File: config.mk
export PLATFORM = sky130hd
export DESIGN_NAME = float_sigmoid_vector_seq
export DESIGN_NICKNAME = d
export VERILOG_FILES = /design/src/rtl/float_sigmoid_vector_seq.sv
export SDC_FILE = /design/constraint.sdc
export NUM_CORES = 2
export LEC_CHECK = 0
export CORE_AREA = 2 2 426 428
export DETAILED_ROUTE_END_ITERATION = 10
export DIE_AREA = 0 0 428 430
export PLACE_DENSITY = 0.54
export SYNTH_ARGS = -nofsm -noshare
export SYNTH_HDL_FRONTEND = slang
export SYNTH_SLANG_ARGS = --single-unit
File: constraint.sdc
create_clock -name clk -period 8.32 [get_ports clk]
set_input_delay 1.664 -clock clk [delete_from_list [all_inputs] [get_ports clk]]
set_output_delay 1.664 -clock clk [all_outputs]
set_load 0.03 [all_outputs]
File: src/rtl/float_sigmoid_vector_seq.sv
// float_sigmoid_vector_seq
//   Streams a latched vector of VEC_LEN fp32 values into a float_sigmoid_single
//   core, one element per transfer, and gathers the in-order results back into
//   a vector. One start pulse per vector; vec_done pulses when the vector is full.
//
// Ports
//   clk, rst_n       clock, async active-low reset
//   start            begin a vector (sampled in IDLE only)
//   vec_in           VEC_LEN x 32b operands, element i at [32*i+31:32*i]
//   busy             state != IDLE
//   vec_done         one-cycle completion pulse
//   vec_out          VEC_LEN x 32b results, held until overwritten
//   err              watchdog timeout flag (0 unless SIGMOID_TIMEOUT_EN)
//   core_din/valid   operand channel to the core
//   core_ready       core can take an operand this cycle
//   core_done/dout   in-order result channel from the core
//
// Build option
//   SIGMOID_TIMEOUT_EN  adds a RUN-state watchdog (TIMEOUT cycles without an
//                       issue or result aborts the vector and sets err).

// One 32b element register; used for both the operand and result buffers.
module float_sigmoid_vector_seq_lane (
  input  logic        clk,
  input  logic        rst_n,
  input  logic        load,
  input  logic [31:0] d,
  output logic [31:0] q
);
  always_ff @(posedge clk or negedge rst_n)
    if (!rst_n)    q <= '0;
    else if (load) q <= d;
endmodule

module float_sigmoid_vector_seq #(
  parameter int VEC_LEN = 16,
  parameter int IDX_W   = $clog2(VEC_LEN+1),
  parameter int TIMEOUT = 255
) (
  input  logic                 clk,
  input  logic                 rst_n,
  input  logic                 start,
  input  logic [32*VEC_LEN-1:0] vec_in,
  output logic                 busy,
  output logic                 vec_done,
  output logic [32*VEC_LEN-1:0] vec_out,
  output logic                 err,
  output logic [31:0]          core_din,
  output logic                 core_valid,
  input  logic                 core_ready,
  input  logic                 core_done,
  input  logic [31:0]          core_dout
);
  localparam logic [1:0] S_IDLE = 2'd0;
  localparam logic [1:0] S_RUN  = 2'd1;
  localparam logic [1:0] S_DONE = 2'd2;

  localparam logic [IDX_W-1:0] LEN  = IDX_W'(VEC_LEN);
  localparam logic [IDX_W-1:0] LAST = IDX_W'(VEC_LEN-1);

  logic [1:0]               state, state_nxt;
  logic [IDX_W-1:0]         issue_cnt, recv_cnt;
  logic                     accept, xfer, capture, tmo;
  logic [VEC_LEN-1:0][31:0] in_buf, out_buf;

  assign accept     = (state == S_IDLE) && start;
  assign core_valid = (state == S_RUN) && (issue_cnt < LEN);
  assign xfer       = core_valid && core_ready;
  // recv_cnt guard drops surplus results instead of wrapping the write index
  assign capture    = (state == S_RUN) && core_done && (recv_cnt < LEN);

  assign busy     = (state != S_IDLE);
  assign vec_done = (state == S_DONE);
  assign vec_out  = out_buf;

  // operand mux straight off the registers; forced to 0 when not offering
  always_comb begin
    core_din = '0;
    if (core_valid)
      for (int i = 0; i < VEC_LEN; i++)
        if (issue_cnt == IDX_W'(i)) core_din = in_buf[i];
  end

`ifdef SIGMOID_TIMEOUT_EN
  localparam int WD_W = $clog2(TIMEOUT+1);
  logic [WD_W-1:0] wdog;
  logic            err_q;

  // fires on the cycle the count would reach TIMEOUT with nothing happening
  assign tmo = (state == S_RUN) && !xfer && !core_done &&
               (wdog == WD_W'(TIMEOUT-1));
  assign err = err_q;

  always_ff @(posedge clk or negedge rst_n)
    if (!rst_n) begin
      wdog  <= '0;
      err_q <= 1'b0;
    end else if (accept) begin
      wdog  <= '0;
      err_q <= 1'b0;
    end else if (state == S_RUN) begin
      if (xfer || core_done) wdog <= '0;
      else if (tmo) begin
        wdog  <= '0;
        err_q <= 1'b1;
      end else wdog <= wdog + WD_W'(1);
    end
`else
  // no watchdog: constant-false abort, err tied low
  assign tmo = (TIMEOUT < 0);
  assign err = 1'b0;
`endif

  always_comb begin
    state_nxt = state;
    case (state)
      S_IDLE: if (start) state_nxt = S_RUN;
      S_RUN: begin
        if (capture && (recv_cnt == LAST)) state_nxt = S_DONE;
        else if (tmo)                      state_nxt = S_IDLE;
      end
      S_DONE:  state_nxt = S_IDLE;
      default: state_nxt = S_IDLE;
    endcase
  end

  always_ff @(posedge clk or negedge rst_n)
    if (!rst_n) begin
      state     <= S_IDLE;
      issue_cnt <= '0;
      recv_cnt  <= '0;
    end else begin
      state <= state_nxt;
      if (accept) begin
        issue_cnt <= '0;
        recv_cnt  <= '0;
      end else if (state == S_RUN) begin
        if (xfer)    issue_cnt <= issue_cnt + IDX_W'(1);
        if (capture) recv_cnt  <= recv_cnt + IDX_W'(1);
      end
    end

  for (genvar i = 0; i < VEC_LEN; i++) begin : g_lane
    float_sigmoid_vector_seq_lane u_in (
      .clk  (clk),
      .rst_n(rst_n),
      .load (accept),
      .d    (vec_in[32*i +: 32]),
      .q    (in_buf[i])
    );
    float_sigmoid_vector_seq_lane u_out (
      .clk  (clk),
      .rst_n(rst_n),
      .load (capture && (recv_cnt == IDX_W'(i))),
      .d    (core_dout),
      .q    (out_buf[i])
    );
  end
endmodule

## After elaboration in Yosys (flattened, before gate mapping)

Cells that the tools add are included.

| word-level totals | value |
|---|---|
| register bits after elaboration | 1036 |
| word-level logic and storage cells | 130 |
| input port bits | 549 |

| cells by class | value |
|---|---|
| reductions and logical operators | 31 |
| order comparisons | 2 |
| mux-type cells | 26 |
| $add $sub $neg | 2 |
| equality and inequality tests | 34 |

Operator list:

| cell | count |
|---|---|
| $mux W32 | 17 |
| $eq A5 B4 Y1 const B | 16 |
| $eq A5 B3 Y1 const B | 8 |
| $mux W5 | 6 |
| $logic_and A1 B1 Y1 | 21 |
| $eq A5 B2 Y1 const B | 4 |
| $add A5 B1 Y5 const B | 2 |
| $eq A5 B1 Y1 const B | 2 |
| $logic_not A5 Y1 | 2 |
| $lt A5 B5 Y1 const B | 2 |
| $reduce_bool A2 Y1 | 4 |
| $reduce_and A2 Y1 | 3 |
| $mux W2 | 2 |
| $pmux W2 S2 | 1 |
| $eq A2 B1 Y1 const B | 1 |
| $eq A2 B2 Y1 const B | 1 |
| $logic_not A2 Y1 | 1 |
| $ne A2 B1 Y1 const B | 1 |
| $ne A2 B2 Y1 const B | 1 |

## Longest topological paths before layout

| logic depth | value |
|---|---|
| depth in word-level cells | 18 |
| gate-level depth with buffers | 12 |
| mapped depth without buffers | 9 |

## Modules after synthesis

Synthesis repeated with hierarchy kept, for this count alone.

| second synthesis, totals | value |
|---|---|
| cell total of the unflattened synthesis | 3131 |
| area total of the unflattened synthesis | 48949.4 sq um |

Modules (own cells, without submodules):

| module | area each (sq um) | instances | cells each |
|---|---|---|---|
| float_sigmoid_vector_seq_lane | 1345.0 | 32 | 68 |
| float_sigmoid_vector_seq | 5908.2 | 1 | 955 |

## Worst setup path before layout

OpenSTA, ideal clock, no wires.

| timing path | value |
|---|---|
| kind | register to output |
| from | reg issue_cnt[0] |
| to | out core_din[22] |
| required time | 6656 ps |
| arrival time | 3220 ps |
| cell stages (with the launch flop) | 11 |
| path slack | 3436 ps |
| cell sequence | dfrtp_1 ha_1 buf_2 clkbuf_1 clkbuf_1 and3_1 ha_1 clkinv_1 clkbuf_1 o21ai_0 o41ai_1 |

| between the ends | value |
|---|---|
| cells in the longest elaborated chain, start to end | 18 |
| elaborated cells between the ends (all ways) | 35 |
| those cells by class | 1 x order compare; 15 x eq/ne; 17 x mux; 2 x reduce/logical |

RTL lines:

| item | RTL line | source |
|---|---|---|
| start, declared | 62 | `logic [IDX_W-1:0] issue_cnt, recv_cnt;` |
| start signal, assigned | 138 | `if (xfer) issue_cnt <= issue_cnt + IDX_W'(1);` |
| $logic_not A5 Y1 | 81 | `if (issue_cnt == IDX_W'(i)) core_din = in_buf[i];` |
| $mux W32 (16 in a row) | 81 |  |
| $mux W32 * | 79 | `if (core_valid)` |
| end, declared | 48 | `output logic [31:0] core_din,` |

Mark *: on every way between the ends. The rest lies on a longest branch, timed or not.

## Worst setup path in the final report

| timing path | value |
|---|---|
| from | reg issue_cnt[0] |
| to | out core_din[7] |

Same word-level chain as after synthesis.

==> impl_results.md <==
- Final Setup Violations: 0
- Critical Path Fanout Max: 21
- Post-synth net total: ~3700
- Slew Limit Fails: 0
- FF-to-FF setup slack: slightly above 5000 ps
- Min Clock Period, post-route: around 7200 ps
- Top cell type's share of synthesized area: 59.16%
- Setup Skew: 56.13 ps
- HP Start: g_lane[5].u_out.q[5]
- Vias: 32400
- Reg2reg end: g_lane[3].u_out.q[26]
- Final hold violations: 0
- Share of cells above drive strength 1: 30.49%
- CTS tree: built
- Synth-to-layout area growth: 40.59%
- Fmax: 138.8 MHz
- Setup repair bufs after CTS: 0
- GR Overflow Total: 0
- CTS Buffer Depth: 3
- Io pins: 1097
- Mapped Area: around 44000 um^2
- Clock Pin Slew Worst Setup and Hold Paths: 60 ps
- Die width: 428 um
- Data arrival, critical path: 5540 ps
- Netlist cell types: 80
- Worst Reg-to-Reg Cells: 5
- Cells after DPL: approximately 6500
- Worst-skew pair later-pin latency: roughly 810 ps
- Vias in the first global route: approximately 33000
- Worst reg2reg startpoint: state[0]
- Status: complete, no violations
- Period utilisation layout: between 80% and 90%
- Die Area: 184000 um^2
- Synth area leaders: dfrtp_1 59%, mux2_2 26%, a21oi_1 1.4%, o21ai_0 1.3%, buf_2 1.1%
- Max-cap violations: 0
- Yosys top cell by area: dfrtp_1
- HP Class: register to register
- Final antenna-violating net count: 0
- Slew margin rel.: 14.74%
- Slew @ Worst Pin: 1269 ps
- Critical Path End Type: primary output
- Setup total negative slack: 0 ps
- Drt via density: 4.829
- DR DRC count: 0
- Synth warn: 0
- DR iter-0 viols: approximately 2400
- Synth Instances: 3190
- Post-synthesis register bit count: around 1000
- Initial Utilization: 24.38%
- Largest net degree at the start of global routing: 167
- Port bufs: 1095
- Number of synthesized flops with an enable pin: 0
- Final non-filler cell total: 6710
- VDD IR max: 236.2 uV
- WS Path Type: register to primary output
- Total wire length: 205800 um
- Total CTS buffers: around 120
- Register area share after synthesis: 59.16%
- GPL Wtd Cong: 0.9468
- Worst Setup Start Kind: register
- Core area: 179800 um^2
- Primary FF master, synth: dfrtp_1
- RSZ-0062 raised after global routing: no
- Worst Path Required: 6660 ps
- Cts hold-fix bufs: 0
- Asr flop ratio synth: between 90% and 100%
- Commonest cells in the netlist: 1036 x dfrtp_1, 1005 x mux2_2, 130 x nand2_1
- Leakage: between 0.02 and 0.03 uW
- Resize count post-CTS: 0
- Tot GR Track Use: approximately 22%
- DR pass1 iterations: 5
- Sink Count: roughly 1000
- Global-route wire length before repair: 282100 um
- Avg Synthesized Cell Area: 13.74 um^2
- Most common cell in the netlist: dfrtp_1
- Pwr dens: 401.7 nW/um^2
- Die Span Y: around 430 um
- Initial antenna violation count: 28
- Hold EP: g_lane[5].u_out.q[5]
- CTS H-tree depth: 3
- Hold path depth: 1
- Nets@finish: 4784
- CTS Root Cell: clkbuf_16
- Wirelength per Cell: 30.67 um
- Row Count: 156
- DP HPWL: between 150000 and 200000 um
-- cells in the final DEF, fill, tap and decap left out, drive strengths merged, types with 30 or more instances in the layout --
cell,instances
clkdlybuf4s50,1092
nor2,82
o221ai,30
a221oi,37
nand2,130
dfrtp,1036
a21oi,124
o22ai,37
o21ai,131
clkbuf,181
buf,71
mux2,1014
-- critical path: stages (launching register included) --
cell and delay (ps):
dfrtp_1 440, ha_1 360, buf_4 280, nor4_4 970, o221ai_1 330, o221ai_1 380, o2111ai_1 260, a211oi_1 840
clkdlybuf4s50_1 830
-- per-stage QoR --
step / setup slack, ps / hold WS [ps] / utilization [%] / cell area [um^2] / total power [uW]
3_3_place_gp: 2170 / 474.9 / 31.96 / 57450 / 19220
4_1_cts: 1112 / 493.1 / 34.25 / 61570 / 24930
5_1_grt: 1039 / 506.8 / 34.27 / 61600 / 25780
6_report: 1114 / 491.6 / 34.27 / 61610 / 24750
3_5_place_dp: 2033 / 484.3 / 31.96 / 57450 / 19270
2_1_floorplan: 3436 / 471.4 / - / 43820 / 14120
-- report_power, final --
| part | internal, uW | switching (uW) | total (uW) |
|---|---|---|---|
| sequential | 7340 | 1910 | 9240 |
| clock | 3200 | 2310 | 5510 |
| combinational | 4460 | 5540 | 10000 |
| total | 15000 | 9760 | 24700 |
-- layout make-up --
class	instances	area, um^2
fillers	17730	118200
flip-flops and latches	1036	25930
multi-input cells	1883	16870
repair buffers	1163	11600
clock buffers	181	3501
well taps	2370	2965
clock inverters	41	625.6
inverters	22	82.58
diodes	14	35.03
-- cells by family after synthesis --
group	after synthesis	synth area share (%)
flip-flops	1036	59.16
other	1	0.008558
adder cells (fa/ha/maj)	10	0.2855
buffers and inverters	271	2.675
multiplexers	1014	26.06
AO/OA/AOI/OAI	518	7.803
XOR/XNOR	5	0.09995
AND/OR/NAND/NOR	335	3.909
-- sequential cells by signal, indices dropped and copies added (netlist names) --
signal / cells
issue_cnt: 5
g_lane.u_out.q: 512
g_lane.u_in.q: 512
recv_cnt: 5
state: 2
-- worst max path at each step --
stage,start,end,slack (ps),cells after the start
6_report,issue_cnt[0],core_din[7],1110,8
5_1_grt,issue_cnt[0],core_din[7],1040,8
4_1_cts,issue_cnt[0],core_din[7],1110,8
3_5_place_dp,issue_cnt[0],core_din[7],2030,8
3_3_place_gp,issue_cnt[0],core_din[7],2170,8
2_1_floorplan,issue_cnt[0],core_din[22],3440,10
-- metal layers --
layer | part of all wire (%) | vias to the layer above | global-route usage, %
li1 | - | 13730 | -
met1 | 37 | 17040 | 24.34
met2 | 51 | 1323 | 38.13
met3 | 6.5 | 312 | 5.547
met4 | 5.7 | 0 | 11.50
met5 | 0 | - | 0
(Power assumes the default switching activity.)
